### config.mk
export PLATFORM = sky130hd
export DESIGN_NAME = action_arbiter
export DESIGN_NICKNAME = d
export VERILOG_FILES = /design/src/rtl/bandit_pkg.sv /design/src/rtl/rr_arbiter.sv /design/src/rtl/action_arbiter.sv
export SDC_FILE = /design/constraint.sdc
export NUM_CORES = 1
export LEC_CHECK = 0
export CAP_MARGIN = 10
export CELL_PAD_IN_SITES_DETAIL_PLACEMENT = 2
export CELL_PAD_IN_SITES_GLOBAL_PLACEMENT = 2
export CORE_MARGIN = 2
export CORE_UTILIZATION = 17
export DETAILED_ROUTE_END_ITERATION = 10
export GPL_TIMING_DRIVEN = 0
export PLACE_DENSITY = 0.84
export SLEW_MARGIN = 20
export SYNTH_ARGS = -nofsm -noshare
export SYNTH_HDL_FRONTEND = slang
export SYNTH_SLANG_ARGS = --single-unit
### constraint.sdc
create_clock -name i_clk -period 2.2 [get_ports i_clk]
set_input_delay 0.22 -clock i_clk [delete_from_list [all_inputs] [get_ports i_clk]]
set_output_delay 0.22 -clock i_clk [all_outputs]
set_load 0.005 [all_outputs]
### src/rtl/bandit_pkg.sv
// Shared types and constants for the action/reward arbiter.
// The state enum is shared so the top-level FSM and any wrappers agree on the encoding.
package bandit_pkg;

    localparam int ACTION_WIDTH = 8;
    localparam int REWARD_WIDTH = 8;

    // Reward returned to the agent when a requester never answers (-128).
    localparam logic [REWARD_WIDTH-1:0] REWARD_PENALTY = 8'h80;

    typedef enum logic [1:0] {
        ST_IDLE      = 2'd0,
        ST_ACTUATING = 2'd1,
        ST_OBSERVING = 2'd2
    } arb_state_t;

endpackage

### src/rtl/rr_arbiter.sv
// Combinational round-robin winner search.
// The search starts at the requester after the last winner and wraps around.
// The grant is one-hot, or zero when there are no requests.
module rr_arbiter
    import bandit_pkg::*;
#(
    parameter int N  = 4,
    parameter int IW = $clog2(N)
) (
    input  logic [N-1:0]  i_req,
    input  logic [IW-1:0] i_last,
    output logic [N-1:0]  o_grant
);

    logic [IW-1:0] w_idx;
    logic          w_found;

    // First requester found walking upward from last+1; the last winner itself is checked last.
    always_comb begin
        o_grant = '0;
        w_found = 1'b0;
        w_idx   = '0;
        for (int k = 1; k <= N; k++) begin
            w_idx = IW'((int'(i_last) + k) % N);
            if (!w_found && i_req[w_idx]) begin
                o_grant[w_idx] = 1'b1;
                w_found        = 1'b1;
            end
        end
    end

endmodule

### src/rtl/action_arbiter.sv
// Shares one action-value agent among N requesters, one action/reward transaction at a time.
// Optional feature: define ACTION_ARBITER_TIMEOUT_EN to give up on a silent requester.
// After TIMEOUT observing cycles without a reward, the agent receives REWARD_PENALTY instead.
//
//  state        | meaning
//  -------------+--------------------------------------------------------------
//  ST_IDLE      | no owner; the round-robin winner is registered when any request is high
//  ST_ACTUATING | agent action routed to the granted requester
//  ST_OBSERVING | granted requester's reward routed back to the agent
module action_arbiter
    import bandit_pkg::*;
#(
    parameter int N       = 4,
    parameter int TIMEOUT = 255
) (
    input  logic                         i_clk,
    input  logic                         i_rst_n,
    input  logic [N-1:0]                 i_request,
    input  logic [N-1:0]                 i_greedy,
    input  logic                         i_agent_action_valid,
    input  logic [ACTION_WIDTH-1:0]      i_agent_action_data,
    output logic                         o_agent_action_ready,
    output logic                         o_agent_action_gready,
    output logic                         o_agent_reward_valid,
    output logic [REWARD_WIDTH-1:0]      o_agent_reward_data,
    input  logic                         i_agent_reward_ready,
    output logic [N-1:0]                 o_action_valid,
    input  logic [N-1:0]                 i_action_ready,
    output logic [ACTION_WIDTH-1:0]      o_action_data,
    input  logic [N-1:0]                 i_reward_valid,
    output logic [N-1:0]                 o_reward_ready,
    input  logic [N*REWARD_WIDTH-1:0]    i_reward_data,
    output logic [N-1:0]                 o_grant
);

    localparam int IW = $clog2(N);

    if (N < 2 || N > 8 || TIMEOUT < 1 || TIMEOUT > 255) begin : g_bad_params
        $error("action_arbiter: N must be 2..8 and TIMEOUT 1..255");
    end

    arb_state_t             r_state;
    arb_state_t             w_state_nxt;
    logic [N-1:0]           r_grant;
    logic [IW-1:0]          r_last;
    logic [IW-1:0]          w_gidx;
    logic [N-1:0]           w_rr_grant;
    logic                   w_action_hs;
    logic                   w_reward_hs;
    logic                   w_timed_out;
    logic [REWARD_WIDTH-1:0] w_rdata [N];

    rr_arbiter #(
        .N  (N),
        .IW (IW)
    ) u_rr (
        .i_req   (i_request),
        .i_last  (r_last),
        .o_grant (w_rr_grant)
    );

    // Unpack the per-requester reward buses so they can be indexed by the owner.
    for (genvar gi = 0; gi < N; gi++) begin : g_rdata
        assign w_rdata[gi] = i_reward_data[gi*REWARD_WIDTH +: REWARD_WIDTH];
    end

    // Binary index of the current owner; zero while idle, where it is not used.
    always_comb begin
        w_gidx = '0;
        for (int i = 0; i < N; i++) begin
            if (r_grant[i]) begin
                w_gidx = IW'(i);
            end
        end
    end

`ifdef ACTION_ARBITER_TIMEOUT_EN
    localparam logic [7:0] TIMEOUT_L = 8'(TIMEOUT);

    logic [7:0] r_timer;

    // Down-counter loaded on entry to OBSERVING; it freezes while the requester offers a reward.
    always_ff @(posedge i_clk or negedge i_rst_n) begin
        if (!i_rst_n) begin
            r_timer <= '0;
        end else if (w_action_hs) begin
            r_timer <= TIMEOUT_L;
        end else if (w_reward_hs) begin
            r_timer <= '0;
        end else if (r_state == ST_OBSERVING && !w_timed_out && !i_reward_valid[w_gidx]) begin
            r_timer <= r_timer - 8'd1;
        end
    end

    assign w_timed_out = (r_state == ST_OBSERVING) && (r_timer == 8'd0);
`else
    assign w_timed_out = 1'b0;
`endif

    // State register.
    always_ff @(posedge i_clk or negedge i_rst_n) begin
        if (!i_rst_n) begin
            r_state <= ST_IDLE;
        end else begin
            r_state <= w_state_nxt;
        end
    end

    // Next-state logic and handshake routing between the owner and the agent.
    always_comb begin
        w_state_nxt           = r_state;
        w_action_hs           = 1'b0;
        w_reward_hs           = 1'b0;
        o_action_valid        = '0;
        o_action_data         = '0;
        o_agent_action_ready  = 1'b0;
        o_agent_action_gready = 1'b1;
        o_reward_ready        = '0;
        o_agent_reward_valid  = 1'b0;
        o_agent_reward_data   = '0;
        case (r_state)
            ST_IDLE: begin
                if (|i_request) begin
                    w_state_nxt = ST_ACTUATING;
                end
            end
            ST_ACTUATING: begin
                o_agent_action_gready  = i_greedy[w_gidx];
                o_action_valid[w_gidx] = i_agent_action_valid;
                o_action_data          = i_agent_action_data;
                o_agent_action_ready   = i_action_ready[w_gidx];
                if (i_agent_action_valid && i_action_ready[w_gidx]) begin
                    w_action_hs = 1'b1;
                    w_state_nxt = ST_OBSERVING;
                end
            end
            ST_OBSERVING: begin
                o_agent_action_gready = i_greedy[w_gidx];
                if (w_timed_out) begin
                    // The requester is ignored from here on; the agent is given the penalty.
                    o_agent_reward_valid = 1'b1;
                    o_agent_reward_data  = REWARD_PENALTY;
                    if (i_agent_reward_ready) begin
                        w_reward_hs = 1'b1;
                        w_state_nxt = ST_IDLE;
                    end
                end else begin
                    o_agent_reward_valid   = i_reward_valid[w_gidx];
                    o_agent_reward_data    = w_rdata[w_gidx];
                    o_reward_ready[w_gidx] = i_agent_reward_ready;
                    if (i_reward_valid[w_gidx] && i_agent_reward_ready) begin
                        w_reward_hs = 1'b1;
                        w_state_nxt = ST_IDLE;
                    end
                end
            end
            default: begin
                w_state_nxt = ST_IDLE;
            end
        endcase
    end

    // Owner register and round-robin pointer. Reset points at N-1 so requester 0 is served first.
    always_ff @(posedge i_clk or negedge i_rst_n) begin
        if (!i_rst_n) begin
            r_grant <= '0;
            r_last  <= IW'(N - 1);
        end else if (r_state == ST_IDLE && (|i_request)) begin
            r_grant <= w_rr_grant;
        end else if (w_reward_hs) begin
            r_grant <= '0;
            r_last  <= w_gidx;
        end
    end

    assign o_grant = r_grant;

endmodule

; Yosys cells after proc, flatten, opt, wreduce, memory -nomap -nowiden
; Cells that the tools add are included.
[classes]
mux = 52
bitwise_logic = 7
magnitude_cmp = 11
eq_ne = 5
add_sub_neg = 4
n_reduce_logical = 20
[op_table]
columns = cell, count
row1 = 2-to-1 mux 4 bit, 8
row2 = 2-to-1 mux 8 bit, 4
row3 = 2-to-1 mux 1 bit, 21
row4 = binary-select mux 8 bit (select 2 bit), 1
row5 = "< comparator 2 x 3 -> 1 bit, second input constant", 5
row6 = binary-select mux 1 bit (select 2 bit), 7
row7 = OR 4 bit, 3
row8 = logical AND 1 bit, 11
row9 = demux 1 bit (select 2 bit), 5
row10 = ">= comparator 2 x 1 -> 1 bit, second input constant", 5
row11 = 2-to-1 mux 2 bit, 5
row12 = bitwise AND 4 bit, 2
row13 = one-hot mux 2 bit (3 select lines), 1
row14 = "adder 2 x 1 -> 2 bit, second input constant", 2
row15 = "adder 2 bit, second input constant", 2
row16 = "!= test 2 bit, second input constant", 2
row17 = OR reduction 4 bit, 1
row18 = ">= comparator 3 bit, second input constant", 1
row19 = logical NOT 1 bit, 3
row20 = inverter 2 -> 3 bit, 1
row21 = AND reduction 3 bit, 1
row22 = "== test 2 x 1 -> 1 bit, second input constant", 1
row23 = "== test 2 bit, second input constant", 1
row24 = logical NOT 2 bit, 1
row25 = other kinds (5), 5
[word_totals]
register_bits = 8
word_cells = 102

; Logic depth before layout (Yosys ltp)
[logic_depth]
depth_word = 14
ltp_mapped = 7

; Modules after synthesis
; Synthesis repeated with hierarchy kept, for this count alone.
[unflattened]
cells_unflattened = 161
area_unflattened_um2 = 1353.8
[by_module_without_submodules]
columns = mod, area_each_um2, instances, cells_each
row1 = action_arbiter, 996.0, 1, 123
row2 = rr_arbiter, 357.8, 1, 38

; Least setup slack after synthesis
; No wires, ideal clock.
[synth_timing]
path_kind = reg2reg
start = register r_last[0]
end = register r_grant[2] (netlist: o_grant[2])
path_stages_with_launch = 8
path_buffers = 1
arrival_ns = 1.951
setup_time_ns = 0.126
period_less_slack_ns = 2.077
required_time_ns = 2.074
setup_slack_ns = 0.123
path_cell_list = dfstp_2 -> buf_6 -> inv_1 -> ha_1 -> mux4_2 -> a21oi_1 -> a22oi_1 -> a221o_1
[synth_via]
elab_chain_cells = 14
elab_cells_between_ends = 49
cone_classes = add/sub: 4 / order compare: 8 / mux: 24 / bitwise: 3 / reduce/logical: 10
[synth_lines]
columns = item, line_no
row1 = "start, declared", action_arbiter.sv:45  ; logic [IW-1:0] r_last;
row2 = "start signal, assigned", action_arbiter.sv:167  ; r_last <= IW'(N - 1);
row3 = "start signal, assigned", action_arbiter.sv:172  ; r_last <= w_gidx;
row4 = branches (longest 12 deep; another with < comparator 2 x 3 -> 1 bit), -
row5 = 2-to-1 mux 4 bit *, rr_arbiter.sv:25  ; if (!w_found && i_req[w_idx]) begin
row6 = 2-to-1 mux 4 bit *, action_arbiter.sv:168  ; end else if (r_state == ST_IDLE && (|i_request)) begin
row7 = "end signal, assigned", action_arbiter.sv:169  ; r_grant <= w_rr_grant;
row8 = "end, declared", action_arbiter.sv:44  ; logic [N-1:0] r_grant;
; Mark *: on every way between the ends. The select of a mux whose other input is x is not followed.
; A chain may end at the register's enable or synchronous reset.

; Worst setup path after layout
[layout_timing]
start = register r_last[0]
end = register r_grant[1] (netlist: o_grant[1])
; Same word-level chain as after synthesis.

==> run_results.csv <==
group,metric,value,unit
sta,worst_slack,0.0939,ns
yosys,yosysSeqAreaShare,0.149,
place,dp_hpwl,4880,um
pwr,p_per_area,985,mW/mm2
sta,tns,0,ns
die,ios,91,
layout,utilization,0.339,
pwr,p_sw,1.14,mW
grt,grt_pass1_vias,1918,
clock_tree,cts_buffers,3,
sta,finalHoldViolations,0,
sta,clock_skew,0.00111,ns
die,coreArea,0.00773,mm2
layout,final_nets,340,
pwr,p_seq_frac,0.123,
die,initial_utilization,0.176,
layout,mostFrequentLayoutCells,"clkdlybuf4s50_1 (85), mux2i_1 (21), nor2_1 (15)",
layout,diodes,0,
die,fp.dieW,93.5,um
sta,setup_viol,0,
run_status,outcome,"finished clean",
place,dp_cells,353,
clock_tree,holdBufCountCts,0,
clock_tree,clk_latency,0.23,ns
sta,worst_slew_pin_slew,0.403,ns
clock_tree,clk_pin_slew,0.05,ns
setup_path,r2r-start,"r_last[0]",
min_path,hold_path_class,"in2async",
sta,fmax,475,MHz
sta,period_minus_slack,2.11,ns
place,place_ws,-0.188,ns
grt,grt_overflow,0,
sta,slew_headroom,0.730,
setup_path,required,2.33,ns
pwr,clkPwrFrac,0.075,
die,dieArea,0.00875,mm2
drt,drt-total-wl,6400,um
clock_tree,cts_max_level,1,
yosys,synth_top_flop_cell,"dfrtp_1",
setup_path,end_kind,"flop",
place,globalplace.congestion,0.775,
layout,drive_above_1_share,0.172,
pwr,intPower,1.44,mW
sta,fin_hold_ws,0.284,ns
clock_tree,root_buffer,"clkbuf_8",
drt,vias_per_cell,4.75,
drt,first_pass_iters,4,
yosys,synth-warning-count,0,
place,portBuffers,90,
setup_path,critPathLaunchType,"flop",
clock_tree,clockBufferDepth,2,
yosys,syn_area,0.00136,mm2
layout,layout_commonest_cell,"clkdlybuf4s50_1",
yosys,ys_ff_latch,8,
setup_path,cp-startpoint,"r_last[0]",
yosys,synth.distinct_cells,46,
sta,period_share,0.957,
drt,via_count,1752,
setup_path,rrSetupSlack,0.09,ns
setup_path,cp.arrival,2.24,ns
yosys,netlist_instances,161,
setup_path,critPathKind,"reg2reg",
drt,ant_nets,0,
layout,fin_cells,369,
die,die_h,93.5,um
yosys,syn_avg_cell_area,8.46,um2
pwr,p_sw_frac,0.443,
pwr,peakVddDrop,0.248,mV
clock_tree,clock_sinks,8,
grt,grt_max_degree,11,
setup_path,crit_fanout,5,
yosys,async_flop_share,1.00,
drt,drt_iter0_markers,56,
grt,grt_usage,0.144,
drt,drc,0,
setup_path,worstReg2RegEnd,"o_grant[1]",
pwr,power.leakage,1.07,nW
die,rows,32,
clock_tree,cts_tree,"built",
yosys,synth_edf_count,0,
grt,grt_antenna_before_repair,0,
layout,area_growth_syn_to_layout,92.2,%
drt,wire_per_inst,17.3,um
sta,finalMaxSlewViolations,0,
pwr,combPwrFrac,0.802,
grt,grt_pass1_wl,9950,um
yosys,syn_nets,233,
setup_path,rr_worst_depth,7,
flow_run,maxCapViolCount,0,
-- cell usage after synthesis (2+ instances only) --
master      n  area share
and2_1     10       0.046
dfrtp_1     6        0.11
and3_1      3       0.014
mux2i_1    21        0.15
mux4_2      3       0.050
nor3_1      2      0.0073
a21oi_1     6       0.022
dfstp_2     2       0.039
ha_1       12        0.11
nand3_1     7       0.026
o211ai_1    4       0.022
nor2_1     15       0.041
inv_1       5       0.014
o2111ai_1   3       0.019
mux2_2      2       0.017
buf_2       3       0.011
clkbuf_1    3      0.0083
nand2_1    14       0.039
a211oi_1    2       0.011
nand2b_1    2      0.0092
a221o_1     2       0.015
o21ai_0    10       0.037
-- per-layer routing --
metal  vias to the layer above  wire length (um)  share of wire  GRT usage
li1                        816                 -              -          -
met1                       858              2470           0.39      0.158
met2                        68              3320           0.52      0.266
met3                        10               481          0.075     0.0516
met4                         0               124          0.019     0.0270
met5                         -                 0              0          0
-- critical path, stage by stage (launching register included) --
cell and delay (ns):
dfstp_2 0.54, buf_8 0.11, clkinvlp_4 0.10, ha_4 0.30, mux4_2 0.39, and4bb_1 0.30, a21oi_1 0.05, o2111ai_1 0.23
-- area by class of cell --
type	count	area, um2
Inverter	6	27.5
Timing Repair Buffer	101	988
Clock buffer	4	45.0
Multi-Input combinational cell	140	1150
Buffer	8	70.1
Sequential cell	8	205
Fill cell	855	5110
Tap cell	102	128
-- kinds of logic after synthesis --
logic type,count (synthesis),synth area share
adders and majority gates,12,0.110
buffers and inverters,14,0.0468
AOI/OAI and AO/OA,32,0.173
DFF,8,0.149
and+or+nand+nor,67,0.274
muxes,28,0.248
-- power groups by stage --
stage / clock network (mW) / registers, mW / logic, mW
after floorplan: 0 / 0.289 / 1.03
after global placement: 0 / 0.312 / 1.67
after detailed placement: 0 / 0.318 / 1.74
after CTS: 0.199 / 0.308 / 1.93
after global routing: 0.212 / 0.327 / 2.24
final: 0.194 / 0.316 / 2.07
-- state kept, by name (all words and copies together), names as in the netlist --
register,flops
o_grant,4
r_last,2
r_state,2
-- timing repair --
item,4_1_cts,5_1_grt
hold endpoints to repair,0,0
gates cloned,1,0
gates resized for setup,20,14
setup endpoints to repair,21,19
setup buffers,3,8
pin swaps,2,4
-- stage by stage --
stage / instance area, um2 / total power [mW]
floorplan: 1360 / 1.32
global placement: 2390 / 1.99
detailed placement: 2390 / 2.06
CTS: 2530 / 2.43
global route: 2620 / 2.78
finish: 2620 / 2.58
-- worst max path at each step --
stage,endpoint,slack (ns),cells after the start
finish,o_grant[1],0.09,7
global route,o_reward_ready[0],-0.03,5
floorplan,o_grant[2],0.12,7
global placement,o_agent_reward_data[6],-0.1,5
CTS,o_agent_action_ready,0.01,6
detailed placement,o_agent_reward_data[5],-0.19,5
Note: power is estimated with default switching activity, not from simulation.
